[src/rtl/ghost_sprite_reader.sv]
// Single-sprite scanline reader: maps the scan position to a sprite RAM address
// and turns the returned color index into a palette color two cycles later.
module ghost_sprite_reader #(
  parameter int          ADDR_WIDTH = 10,
  parameter int          DATA_WIDTH = 2,
  parameter int          SPRITE_W   = 32,
  parameter int          SPRITE_H   = 32,
  parameter logic [11:0] PAL1       = 12'h0AF,
  parameter logic [11:0] PAL2       = 12'h05F,
  parameter logic [11:0] PAL3       = 12'hFFF
) (
  input  logic                  clk,
  input  logic                  rst_n,
  input  logic [9:0]            x,
  input  logic [9:0]            y,
  input  logic                  video_on,
  input  logic                  frame_tick,
  input  logic [9:0]            pos_x,
  input  logic [9:0]            pos_y,
  input  logic                  flip_in,
  input  logic                  pos_we,
  output logic [ADDR_WIDTH-1:0] ram_addr_r,
  input  logic [DATA_WIDTH-1:0] ram_dout,
  output logic                  sprite_on,
  output logic [11:0]           sprite_rgb
);

  localparam logic signed [10:0] LP_W_S = 11'(SPRITE_W);
  localparam logic signed [10:0] LP_H_S = 11'(SPRITE_H);
  localparam logic [21:0]        LP_W_U = 22'(SPRITE_W);

  function automatic logic [11:0] pal_lookup(input logic [DATA_WIDTH-1:0] idx);
    logic [11:0] c;
    c = PAL3;
    if (idx == '0)
      c = 12'h000;
    else if (idx == DATA_WIDTH'(1))
      c = PAL1;
    else if (idx == DATA_WIDTH'(2))
      c = PAL2;
    return c;
  endfunction

  logic [9:0] r_pend_x, r_pend_y, r_act_x, r_act_y;
  logic       r_pend_flip, r_act_flip;

  // A same-cycle pos_we bypasses pending so the new position is live right at the tick.
  always_ff @(posedge clk or negedge rst_n) begin
    if (!rst_n) begin
      r_pend_x    <= '0;
      r_pend_y    <= '0;
      r_pend_flip <= 1'b0;
      r_act_x     <= '0;
      r_act_y     <= '0;
      r_act_flip  <= 1'b0;
    end else begin
      if (pos_we) begin
        r_pend_x    <= pos_x;
        r_pend_y    <= pos_y;
        r_pend_flip <= flip_in;
      end
      if (frame_tick) begin
        r_act_x    <= pos_we ? pos_x   : r_pend_x;
        r_act_y    <= pos_we ? pos_y   : r_pend_y;
        r_act_flip <= pos_we ? flip_in : r_pend_flip;
      end
    end
  end

  // Stage p0: box test and address, combinational from the scan position
  logic signed [10:0]    w_dx_p0, w_dy_p0;
  logic [10:0]           w_col_p0;
  logic                  w_vld_p0;
  logic [ADDR_WIDTH-1:0] w_addr_p0;

  assign w_dx_p0  = $signed({1'b0, x}) - $signed({1'b0, r_act_x});
  assign w_dy_p0  = $signed({1'b0, y}) - $signed({1'b0, r_act_y});
  assign w_vld_p0 = video_on
                  && (w_dx_p0 >= 11'sd0) && (w_dx_p0 < LP_W_S)
                  && (w_dy_p0 >= 11'sd0) && (w_dy_p0 < LP_H_S);
  assign w_col_p0 = r_act_flip ? $unsigned(LP_W_S - 11'sd1 - w_dx_p0) : $unsigned(w_dx_p0);
  assign w_addr_p0 = ADDR_WIDTH'({11'd0, $unsigned(w_dy_p0)} * LP_W_U + {11'd0, w_col_p0});
  assign ram_addr_r = w_vld_p0 ? w_addr_p0 : '0;

  // Stage p1: box flag lines up with the RAM's registered read data
  logic r_vld_p1;
  logic w_hit_p1;

  assign w_hit_p1 = r_vld_p1 && (ram_dout != '0);

  always_ff @(posedge clk or negedge rst_n) begin
    if (!rst_n)
      r_vld_p1 <= 1'b0;
    else
      r_vld_p1 <= w_vld_p0;
  end

  // Stage p2: registered pixel output, index 0 is transparent
  always_ff @(posedge clk or negedge rst_n) begin
    if (!rst_n) begin
      sprite_on  <= 1'b0;
      sprite_rgb <= 12'h000;
    end else begin
      sprite_on  <= w_hit_p1;
      sprite_rgb <= w_hit_p1 ? pal_lookup(ram_dout) : 12'h000;
    end
  end

endmodule

[config.mk]
export PLATFORM = sky130hd
export DESIGN_NAME = ghost_sprite_reader
export DESIGN_NICKNAME = d
export VERILOG_FILES = /design/src/rtl/ghost_sprite_reader.sv
export SDC_FILE = /design/constraint.sdc
export NUM_CORES = 1
export LEC_CHECK = 0
export BUFFER_PORTS_ARGS = -buffer_cell sky130_fd_sc_hd__clkbuf_2
export CORE_AREA = 2 2 93 95
export CTS_CLUSTER_DIAMETER = 200
export DETAILED_ROUTE_END_ITERATION = 12
export DIE_AREA = 0 0 95 97
export GPL_ROUTABILITY_DRIVEN = 0
export SLEW_MARGIN = 20
export SYNTH_ARGS = -nofsm -noshare
export SYNTH_HDL_FRONTEND = slang
export SYNTH_SLANG_ARGS = --single-unit
[constraint.sdc]
create_clock -name clk -period 3.32 [get_ports clk]
set_input_delay 0 -clock clk [delete_from_list [all_inputs] [get_ports clk]]
set_output_delay 0 -clock clk [all_outputs]
set_load 0.01 [all_outputs]
==> impl_results.md <==
- Post-synth ARST share: 100.0%
- Final nets: 504
- Main synth FF type: dfrtp_1
- # IOs: 71
- Fin area: 4212 um^2
- Residual DRC: 0
- Critical Path AT: 3660 ps
- Initial Util: 39.76%
- Post-Place Setup Slack: -128.1 ps
- Die Y: 97 um
- Cell Area, Synth: 3234 um^2
- Net count after synthesis: 403
- Failing checks: setup timing
- Hold Path Class: primary input to asynchronous set/reset pin
- Pre-antenna DRT Iters: 6
- Final setup skew: 1.840 ps
- Initial DRC count: 42
- Die X-Extent: approximately 95 um
- PortBufs: 70
- Fillers: 760
- Mean Syn Cell Area: 9.921 um^2
- Synth Instances: 326
- FF/Latch Area: 1176 um^2
- Worst-Margin Slew: 702.3 ps
- Placed Area: between 3000 and 4000 um^2
- Final period util: 110.1%
- CTS H-tree depth: 2
- Leakage: 2.045 nW
- Crit-path max FO: 2
- Clock transition at path regs: 80 ps
- Largest net degree at the start of global routing: 48
- Area growth, synth to finish: 30.21%
- Total Wirelength: 6.924 mm
- Remaining antenna violation count: 0
- Final WS setup: -336.8 ps
- CORE AREA: between 8000 and 9000 um^2
- Critical Path End Type: output port
- GRT Overall Usage: around 15%
- Final setup violation count: 1
- Run status: finished, violations left
- Initial antenna violation count: 0
- Post-synth EDFFs: 0
- Pwr per Cell Area: between 400 and 500 nW/um^2
- Max transition margin: 53.18%
- Crit path time final: 3657 ps
- # diodes: 0
- Clock Tree Root: clkbuf_8
- Final hold violations: 0
- CTS tree: yes
- Setup slack, reg-to-reg: 250 ps
- Drt wl/cell: 13.02 um
- YS warnings: 0
- Vias: 2,591
- Critical path type: flip-flop to output port
- Startpoint class of the critical path: flip-flop
- RSZ-0062 raised after global routing: true
- Total of max-cap violations: 0
- Clock Tree Buf Depth: 2
- Cts bufs inserted: 5
- First-pass GRT wire length: 11.26 mm
- Ratio of cells with drive above 1 in the final layout: 36.07%
- Vias per Instance: 4.870
- Area occupied by multi-input gates: 1897 um^2
- # rows: 33
- Worst-Skew Late Latency: 300 ps
- Required @ worst endpoint: 3320 ps
- Maximum vdd drop: 0.2408 mV
- Clock sink count: 47
- Die area: 9215 um^2
- Seq cells post-synth: 47
- Vias in the first global route: 2,597
- Global route overflow: 0
- Max frequency: 0.2735 GHz
- Seq/Total Area, Yosys: 36.36%
- Final slew viol count: 0
- Netlist cell types: between 50 and 60
- Detailed Place HPWL: 4.951 mm
synth_stat cells (all sizes together), types with 4 or more instances:
master | number | area share, %
nor3 | 12 | 3.4
inv | 36 | 4.2
nand2b | 6 | 1.2
mux2 | 23 | 8.0
dfrtp | 47 | 36
nand2 | 27 | 3.1
a31oi | 4 | 0.77
ha | 26 | 10
a21o | 5 | 1.2
nor2 | 14 | 1.6
a21oi | 11 | 1.9
xnor2 | 15 | 4.1
xor2 | 4 | 1.1
buf | 16 | 3.8
o21ai | 29 | 4.5
clkbuf | 5 | 0.58
kinds of logic after synthesis:
logic type	Yosys count	synth area share [%]
buf+inv	57	8.549
xor+xnor	19	5.145
simple gates	78	13.73
mux	24	8.433
fa+ha+maj	29	11.91
compound gates	72	15.86
flops	47	36.36
per-stage QoR:
step / hold slack (ps) / total power [mW] / TNS (ps) / std cells / util [%]
final: 319.8 / 1.954 / -336.8 / 532 / 51.78
after global routing: 404.1 / 2.092 / -1868 / 532 / 51.78
after CTS: 349.5 / 1.961 / -1359 / 533 / 51.72
after detailed placement: 134.5 / 1.512 / -128.1 / 494 / 45.59
after global placement: 134.6 / 1.501 / -47.60 / 494 / 45.59
after floorplan: -295.6 / 1.296 / 0 / 326 / -
cell usage in the layout (no fill, tap or decap), types with 5 or more instances in the layout:
cell and instances:
dfrtp_1 47, dlygate4sd3_1 25, xnor2_1 15, mux2_2 23, inv_1 36, a21o_1 5, buf_4 17, o21ai_0 24
nor2_1 14, nor3_2 7, a21oi_1 7, clkbuf_2 60, clkbuf_8 6, buf_2 10, ha_1 23, nand2_1 26
nand2b_1 5
critical path, stage by stage (launching register included):
cell and delay, ps:
dfrtp_1 400, ha_2 200, fa_2 340, nand2b_4 160, a21oi_4 140, nor4_2 50, a311oi_2 240, ha_1 280
nand2_1 70, o21ai_2 80, fa_2 360, a21o_1 170, a21oi_2 130, xnor2_1 140, xnor2_1 150, xnor2_1 100
nor3_2 180, buf_2 160
where the power goes:
group	internal (mW)	total (mW)	leakage [nW]	switching [mW]
Combinational	0.442	0.948	1.43	0.506
Clock	0.164	0.355	0.0470	0.191
Sequential	0.628	0.651	0.571	0.0229
final timing paths:
| path | startpoint | end | depth (start not counted) |
|---|---|---|---|
| max | r_act_x[0] | ram_addr_r[9] | 17 |
| max in group asynchronous | rst_n | r_pend_y[6] | 3 |
| min in group clk | frame_tick | r_act_y[3] | 3 |
| min | rst_n | r_pend_x[1] | 3 |
| max reg2reg | r_act_x[0] | r_vld_p1 | 16 |
| min reg2reg | r_pend_x[2] | r_pend_x[2] | 1 |
registers in the layout, indices dropped and copies added, names as in the netlist:
name         flops
r_pend_y        10
r_act_flip       1
r_pend_x        10
r_vld_p1         1
r_act_x         10
sprite_rgb       4
r_pend_flip      1
r_act_y         10
layer usage:
metal  global-route usage [%]  vias up  share of wire (%)
met3                    3.427       11                4.7
met5                        0        -                  0
met1                    18.19     1200                 45
met4                    3.790        0                1.6
li1                         -     1313                  -
met2                    27.55       67                 48
repair_timing:
item | 4_1_cts | 5_1_grt
endpoints found under the hold margin | 72 | 0
cloned | 1 | 0
endpoints found under the setup margin | 10 | 11
hold buffers | 25 | 0
setup buffers | 7 | 1
gates resized for setup | 14 | 15
pin swaps | 20 | 12
layout make-up:
type | instances | share of cell area (%)
Sequential cell | 47 | 27.93
Inverter | 36 | 3.209
Timing Repair Buffer | 115 | 18.63
Clock buffer | 6 | 1.961
Clock inverter | 1 | 0.1188
Tap cell | 105 | 3.119
Multi-Input combinational cell | 222 | 45.04
Note: power is estimated with default switching activity, not from simulation.
